===== src/rtl/crop_pkg.sv =====
// Shared types and cfg-word layout for the crop window stream.
// The cfg word packs {H, W, Y1, X1}, with X1 in the LSBs.
package crop_pkg;

  typedef enum logic {
    CFG    = 1'b0,
    STREAM = 1'b1
  } crop_state_e;

  localparam int unsigned DEF_ROW_W  = 10;
  localparam int unsigned DEF_COL_W  = 10;
  localparam int unsigned CFG_X1_LSB = 0;

  // X1 and W are column-wide fields; Y1 and H are row-wide fields.
  function automatic int unsigned cfg_y1_lsb(input int unsigned col_w);
    return col_w;
  endfunction

  function automatic int unsigned cfg_w_lsb(input int unsigned row_w, input int unsigned col_w);
    return col_w + row_w;
  endfunction

  function automatic int unsigned cfg_h_lsb(input int unsigned row_w, input int unsigned col_w);
    return 2 * col_w + row_w;
  endfunction

  function automatic int unsigned cfg_width(input int unsigned row_w, input int unsigned col_w);
    return 2 * (row_w + col_w);
  endfunction

endpackage


===== src/rtl/crop_fifo_mem.sv =====
// First-word-fall-through FIFO: pointers, occupancy level, combinational head read.
module crop_fifo_mem #(
  parameter int unsigned DATA_W = 12,
  parameter int unsigned DEPTH  = 256
) (
  input  logic                     clk,
  input  logic                     reset,
  input  logic                     push_i,
  input  logic                     pop_i,
  input  logic [DATA_W-1:0]        wdata_i,
  output logic [DATA_W-1:0]        rdata_o,
  output logic                     empty_o,
  output logic                     full_o,
  output logic [$clog2(DEPTH):0]   level_o
);

  localparam int unsigned AW = $clog2(DEPTH);

  logic [AW-1:0]     wr_ptr_q, rd_ptr_q;
  logic [AW:0]       level_q;
  logic [DATA_W-1:0] mem_q [DEPTH];
  logic              push_ok, pop_ok;

  assign empty_o = (level_q == '0);
  assign full_o  = (level_q == (AW+1)'(DEPTH));
  // A full FIFO refuses pushes even if a pop happens in the same cycle.
  assign push_ok = push_i && !full_o;
  assign pop_ok  = pop_i && !empty_o;
  assign rdata_o = mem_q[rd_ptr_q];
  assign level_o = level_q;

  always_ff @(posedge clk or negedge reset) begin
    if (!reset) begin
      wr_ptr_q <= '0;
      rd_ptr_q <= '0;
      level_q  <= '0;
    end else begin
      if (push_ok) wr_ptr_q <= wr_ptr_q + AW'(1);
      if (pop_ok)  rd_ptr_q <= rd_ptr_q + AW'(1);
      case ({push_ok, pop_ok})
        2'b10:   level_q <= level_q + (AW+1)'(1);
        2'b01:   level_q <= level_q - (AW+1)'(1);
        default: level_q <= level_q;
      endcase
    end
  end

  always_ff @(posedge clk) begin
    if (push_ok) mem_q[wr_ptr_q] <= wdata_i;
  end

endmodule


===== src/rtl/crop_window_stream.sv =====
// Crops a raster pixel stream to a configured window and buffers the result.
// Optional macro CROP_TLAST_EN adds pixel_out_TLAST on the last in-window beat.
module crop_window_stream
  import crop_pkg::*;
#(
  parameter int unsigned PIXEL_BIT_WIDTH  = 12,
  parameter int unsigned NUM_CHANNELS     = 1,
  parameter int unsigned IN_ROWS          = 40,
  parameter int unsigned IN_COLS          = 40,
  parameter int unsigned IMG_ROW_BITWIDTH = DEF_ROW_W,
  parameter int unsigned IMG_COL_BITWIDTH = DEF_COL_W,
  parameter int unsigned FIFO_DEPTH       = 256
) (
  input  logic                                            clk,
  input  logic                                            reset,
  input  logic [PIXEL_BIT_WIDTH*NUM_CHANNELS-1:0]         pixel_in_TDATA,
  input  logic                                            pixel_in_TVALID,
  output logic                                            pixel_in_TREADY,
  output logic [PIXEL_BIT_WIDTH*NUM_CHANNELS-1:0]         pixel_out_TDATA,
  output logic                                            pixel_out_TVALID,
  input  logic                                            pixel_out_TREADY,
`ifdef CROP_TLAST_EN
  output logic                                            pixel_out_TLAST,
`endif
  input  logic [2*(IMG_ROW_BITWIDTH+IMG_COL_BITWIDTH)-1:0] cfg_TDATA,
  input  logic                                            cfg_TVALID,
  output logic                                            cfg_TREADY,
  output logic                                            busy,
  output logic [$clog2(FIFO_DEPTH):0]                     fifo_level
);

  localparam int unsigned PW     = PIXEL_BIT_WIDTH * NUM_CHANNELS;
  localparam int unsigned RW     = IMG_ROW_BITWIDTH;
  localparam int unsigned CW     = IMG_COL_BITWIDTH;
  localparam int unsigned Y1_LSB = cfg_y1_lsb(CW);
  localparam int unsigned W_LSB  = cfg_w_lsb(RW, CW);
  localparam int unsigned H_LSB  = cfg_h_lsb(RW, CW);
`ifdef CROP_TLAST_EN
  localparam int unsigned FW     = PW + 1;
`else
  localparam int unsigned FW     = PW;
`endif

  crop_state_e   state_q, state_d;
  logic [RW-1:0] row_q, row_d, y1_q, y1_d, h_q, h_d;
  logic [CW-1:0] col_q, col_d, x1_q, x1_d, w_q, w_d;

  logic [CW:0]   col_x, x_lo, x_hi;
  logic [RW:0]   row_x, y_lo, y_hi;
  logic          in_win, fifo_full, fifo_empty, fifo_push;
  logic [FW-1:0] fifo_wdata, fifo_rdata;

  // Window bounds carry one extra bit so X1+W and Y1+H cannot wrap.
  assign col_x  = {1'b0, col_q};
  assign row_x  = {1'b0, row_q};
  assign x_lo   = {1'b0, x1_q};
  assign y_lo   = {1'b0, y1_q};
  assign x_hi   = {1'b0, x1_q} + {1'b0, w_q};
  assign y_hi   = {1'b0, y1_q} + {1'b0, h_q};
  assign in_win = (col_x >= x_lo) && (col_x < x_hi) && (row_x >= y_lo) && (row_x < y_hi);

  always_ff @(posedge clk or negedge reset) begin
    if (!reset) begin
      state_q <= CFG;
      row_q   <= '0;
      col_q   <= '0;
      x1_q    <= '0;
      y1_q    <= '0;
      w_q     <= '0;
      h_q     <= '0;
    end else begin
      state_q <= state_d;
      row_q   <= row_d;
      col_q   <= col_d;
      x1_q    <= x1_d;
      y1_q    <= y1_d;
      w_q     <= w_d;
      h_q     <= h_d;
    end
  end

  always_comb begin
    state_d         = state_q;
    row_d           = row_q;
    col_d           = col_q;
    x1_d            = x1_q;
    y1_d            = y1_q;
    w_d             = w_q;
    h_d             = h_q;
    cfg_TREADY      = 1'b0;
    pixel_in_TREADY = 1'b0;
    fifo_push       = 1'b0;
    case (state_q)
      CFG: begin
        cfg_TREADY = 1'b1;
        if (cfg_TVALID) begin
          x1_d    = cfg_TDATA[CFG_X1_LSB +: CW];
          y1_d    = cfg_TDATA[Y1_LSB +: RW];
          w_d     = cfg_TDATA[W_LSB +: CW];
          h_d     = cfg_TDATA[H_LSB +: RW];
          row_d   = '0;
          col_d   = '0;
          state_d = STREAM;
        end
      end
      STREAM: begin
        // Out-of-window beats are dropped, so only in-window beats see backpressure.
        pixel_in_TREADY = !in_win || !fifo_full;
        if (pixel_in_TVALID && pixel_in_TREADY) begin
          fifo_push = in_win;
          if (col_q == CW'(IN_COLS - 1)) begin
            col_d = '0;
            if (row_q == RW'(IN_ROWS - 1)) begin
              row_d   = '0;
              state_d = CFG;
            end else begin
              row_d = row_q + RW'(1);
            end
          end else begin
            col_d = col_q + CW'(1);
          end
        end
      end
      default: state_d = CFG;
    endcase
  end

`ifdef CROP_TLAST_EN
  logic [CW:0] col_end;
  logic [RW:0] row_end;
  logic        last_beat;

  // Clipped window end; the last in-window beat sits just before it on both axes.
  assign col_end   = (x_hi < (CW+1)'(IN_COLS)) ? x_hi : (CW+1)'(IN_COLS);
  assign row_end   = (y_hi < (RW+1)'(IN_ROWS)) ? y_hi : (RW+1)'(IN_ROWS);
  assign last_beat = in_win && (col_x + (CW+1)'(1) == col_end) && (row_x + (RW+1)'(1) == row_end);
  assign fifo_wdata = {last_beat, pixel_in_TDATA};
  assign {pixel_out_TLAST, pixel_out_TDATA} = fifo_rdata;
`else
  assign fifo_wdata      = pixel_in_TDATA;
  assign pixel_out_TDATA = fifo_rdata;
`endif

  crop_fifo_mem #(
    .DATA_W (FW),
    .DEPTH  (FIFO_DEPTH)
  ) u_fifo (
    .clk     (clk),
    .reset   (reset),
    .push_i  (fifo_push),
    .pop_i   (pixel_out_TREADY),
    .wdata_i (fifo_wdata),
    .rdata_o (fifo_rdata),
    .empty_o (fifo_empty),
    .full_o  (fifo_full),
    .level_o (fifo_level)
  );

  assign pixel_out_TVALID = !fifo_empty;
  assign busy             = (state_q == STREAM) || !fifo_empty;

endmodule


===== config.mk =====
export PLATFORM = sky130hd
export DESIGN_NAME = crop_window_stream
export DESIGN_NICKNAME = d
export VERILOG_FILES = /design/src/rtl/crop_pkg.sv /design/src/rtl/crop_fifo_mem.sv /design/src/rtl/crop_window_stream.sv
export SDC_FILE = /design/constraint.sdc
export NUM_CORES = 2
export LEC_CHECK = 0
export BUFFER_PORTS_ARGS = -buffer_cell sky130_fd_sc_hd__buf_2
export CAP_MARGIN = 10
export CORE_UTILIZATION = 30
export DETAILED_ROUTE_END_ITERATION = 8
export GPL_TIMING_DRIVEN = 0
export PLACE_DENSITY = 0.52
export SYNTH_ARGS = -nofsm -noshare
export SYNTH_HDL_FRONTEND = slang
export SYNTH_HIERARCHICAL = 1
export SYNTH_SLANG_ARGS = --single-unit

===== constraint.sdc =====
create_clock -name clk -period 8.7 [get_ports clk]
set_clock_uncertainty 0.1 [all_clocks]
set_input_delay 0.435 -clock clk [delete_from_list [all_inputs] [get_ports clk]]
set_output_delay 0.435 -clock clk [all_outputs]
set_load 0.02 [all_outputs]

==> flow_summary.ini <==
[drt]
route.detailed.drc = 0
firstDrtPassIters = 6
wl_per_cell_um = 35.9
vias_per_cell = 5.52
drt-initial-drc-count = 10829
vias = 68286
drtAntennaViolNets = 0
routed_wirelength_um = 444000

[power_and_ir_drop]
pwr-share-comb = 0.336
irDropWorstVdd_mv = 0.210
swShare = 0.358
p_sw_uw = 16600
p_seq_frac = 0.364
power_leakage_uw = 0.0463
p_clk_frac = 0.300
power.density_nw_per_um2 = 317
intPower_uw = 29700

[cts]
cts-root-buf = clkbuf_16
clk_path_buf_depth = 4
cts.sinks = 3158
postCtsSetupRepairBufs = 0
clk_latency_ps = 960
cts_tree = done
cts-resized-gates = 0
h-tree-depth = 5
cts_inserted_buffers = 330
path_clk_slew_ps = 60

[setup_path]
crit_slowest_cell = clkbuf_1
critical_path.top_delay_family = buffers and inverters
critical_path_required_ps = 8170
crit_top_cell = buf_2
cp-end-kind = output port
worstSetupPathType = flip-flop to output port
max_stage_delay_ps = 1070
arrival_ps = 7430
cp-start-kind = flip-flop
crit_fanout = 10
worstPathBufferInverterCount = 7
worstPathCellList = buf_2, buf_2, buf_2, buf_2, clkbuf_1, clkbuf_1, o221ai_1, a31oi_1, o311ai_1, o31ai_1, buf_2

[finish]
drive_above_1_share = 0.270
syn2layout_area_growth_pct = 17.8
fillers = 37709
final_cell_mix = 3072 x edfxtp_1, 730 x mux4_2, 335 x clkbuf_16, 287 x mux2i_1, 198 x clkbuf_1
nNetsFinal = 6763
mostFrequentLayoutCell = edfxtp_1
design_area_um2 = 146000

[synthesis]
ys_warn_count = 6
ys_seq_elements = 3158
synth-edff-count = 3072
netlist_instances = 5924
syn_avg_cell_area_um2 = 20.9
synth_top_area_cell = edfxtp_1
synth_flop_cell = edfxtp_1
netlist_top_cells_area = edfxtp_1 74%, mux4_2 13%, mux2i_1 2.3%
async_reset_ff_frac = 0.0272
synthDominantCellAreaShare = 0.743
synth_fp_nets = 6057
synth-seq-area-share = 0.761
synth.distinct_cells = 77
netlist_area_um2 = 124000

[floorplan]
dieArea_um2 = 416000
start_util = 0.302
die_height_um = 645
core_um2 = 411000
die_w_um = 645
rows = 235
ios = 82

[sta]
period_share = 0.915
hold_slack_ps = 35.6
period_minus_slack_ps = 7960
rsz0062_at_grt = no
fmax_mhz = 126
drv_slew = 18
finalSetupViolCount = 0
worst_pin_slew_ps = 1550
hold_violations = 0
slew_headroom = -0.0392

[job]
drv_cap = 5

[min_path]
min_path_type = primary input to flip-flop

[placed_design]
numPortBuffers = 81
gp_congestion = 0.945
post-dp-hpwl_um = 302000
place_area_um2 = 135000

[global_routing]
antenna_found_initial = 47
grt_max_degree = 142
grt_use_total = 0.208
grt_pass1_wl_um = 588000
grt_pass1_vias = 65694
grt-ovfl-total = 0

[outcome]
violations = max-capacitance violations, max-slew violations
outcome = finished with violations
## sequential cells by signal, indices dropped and copies added, names as in the netlist
name             flops
u_fifo/level_o       9
w_q                 10
row_q               10
x1_q                10
h_q                 10
u_fifo/rd_ptr_q      8
col_q               10
state_q              1
y1_q                10
u_fifo/mem_q      3072
u_fifo/wr_ptr_q      8
## through the flow
step,setup slack [ps],TNS [ps],std cells,power [uW],utilization
after global routing,673,0,12351,47000,0.356
after global placement,-381,-22980,11456,32200,0.320
after floorplan,2970,0,5924,24900,-
after detailed placement,731,0,11658,32400,0.328
after CTS,728,0,12303,46200,0.355
final,737,0,12369,46300,0.356
## cells by family after synthesis
logic type               share of synthesized area
AND/OR/NAND/NOR                             0.0253
adder cells (fa/ha/maj)                    0.00784
flip-flops                                   0.761
multiplexers                                 0.160
XOR/XNOR                                   0.00261
buffers and inverters                       0.0157
AO/OA/AOI/OAI                               0.0282
## layout make-up
| type | instances | area, um2 | share of cell area |
|---|---|---|---|
| antenna | 31 | 77.6 | 0.000531 |
| buffer | 331 | 1870 | 0.0128 |
| clock buffer | 418 | 8720 | 0.0597 |
| clock inverter | 171 | 1750 | 0.0120 |
| inverter | 37 | 139 | 0.000950 |
| multi-input combinational | 2398 | 28100 | 0.192 |
| sequential | 3158 | 94400 | 0.646 |
| tap | 5451 | 6820 | 0.0467 |
| timing repair buffer | 374 | 4280 | 0.0293 |
## worst register-to-register path: cells and delay by family (launching register included)
| family | cells | cell delay [ps] |
|---|---|---|
| and+or+nand+nor | 4 | 2730 |
| adders and majority gates | 3 | 950 |
| AOI/OAI and AO/OA | 9 | 1600 |
| buffers and inverters | 4 | 1760 |
| DFF | 1 | 400 |
| xor gates and xnor gates | 1 | 170 |
## power groups by stage
stage / clock network [uW] / logic, uW / registers, uW
after global routing: 14600 / 15600 / 16900
after global placement: 0 / 15000 / 17200
after floorplan: 0 / 7700 / 17200
after detailed placement: 0 / 15300 / 17200
after CTS: 14000 / 15300 / 16900
final: 13900 / 15600 / 16900
## worst paths after layout
kind	start	end	slack, ps	cells past startpoint
setup / recovery	u_fifo/rd_ptr_q[1]	pixel_out_TDATA[8]	740	11
hold / removal	pixel_in_TDATA[7]	u_fifo/mem_q[122][7]	40	2
setup reg to reg	y1_q[0]	u_fifo/mem_q[70][1]	740	21
min in group asynchronous	reset	u_fifo/level_o[6]	410	3
hold reg to reg	h_q[2]	h_q[2]	380	2
max in group asynchronous	reset	u_fifo/rd_ptr_q[5]	7620	4
## cells in the mapped netlist (12+ instances only)
cell,count
a211oi_1,39
a21o_1,13
a21oi_1,120
a221oi_1,31
a22oi_1,50
buf_1,27
buf_2,73
buf_4,36
buf_6,37
clkbuf_1,154
dfrtp_1,86
edfxtp_1,3072
ha_1,73
inv_1,37
mux2_2,28
mux2i_1,287
mux4_2,730
nand2_1,185
nand2b_1,25
nand3_1,71
nand4_1,16
nor2_1,318
nor2b_1,29
nor3_1,12
o211ai_1,23
o21ai_0,79
o221ai_1,19
o22ai_1,61
xnor2_1,23
xor2_1,14
## routing by layer
metal | GRT usage | vias to the layer above | share of wire
met5 | 0 | - | 0.00014
met4 | 0.104 | 10 | 0.060
met3 | 0.0508 | 930 | 0.11
met2 | 0.321 | 4347 | 0.45
met1 | 0.274 | 36862 | 0.38
li1 | - | 26137 | -
## timing repair
action                     CTS  global route
hold buffers                56             0
setup endpoints to repair    0             0
hold endpoints to repair   576             0
(Power assumes the default switching activity.)
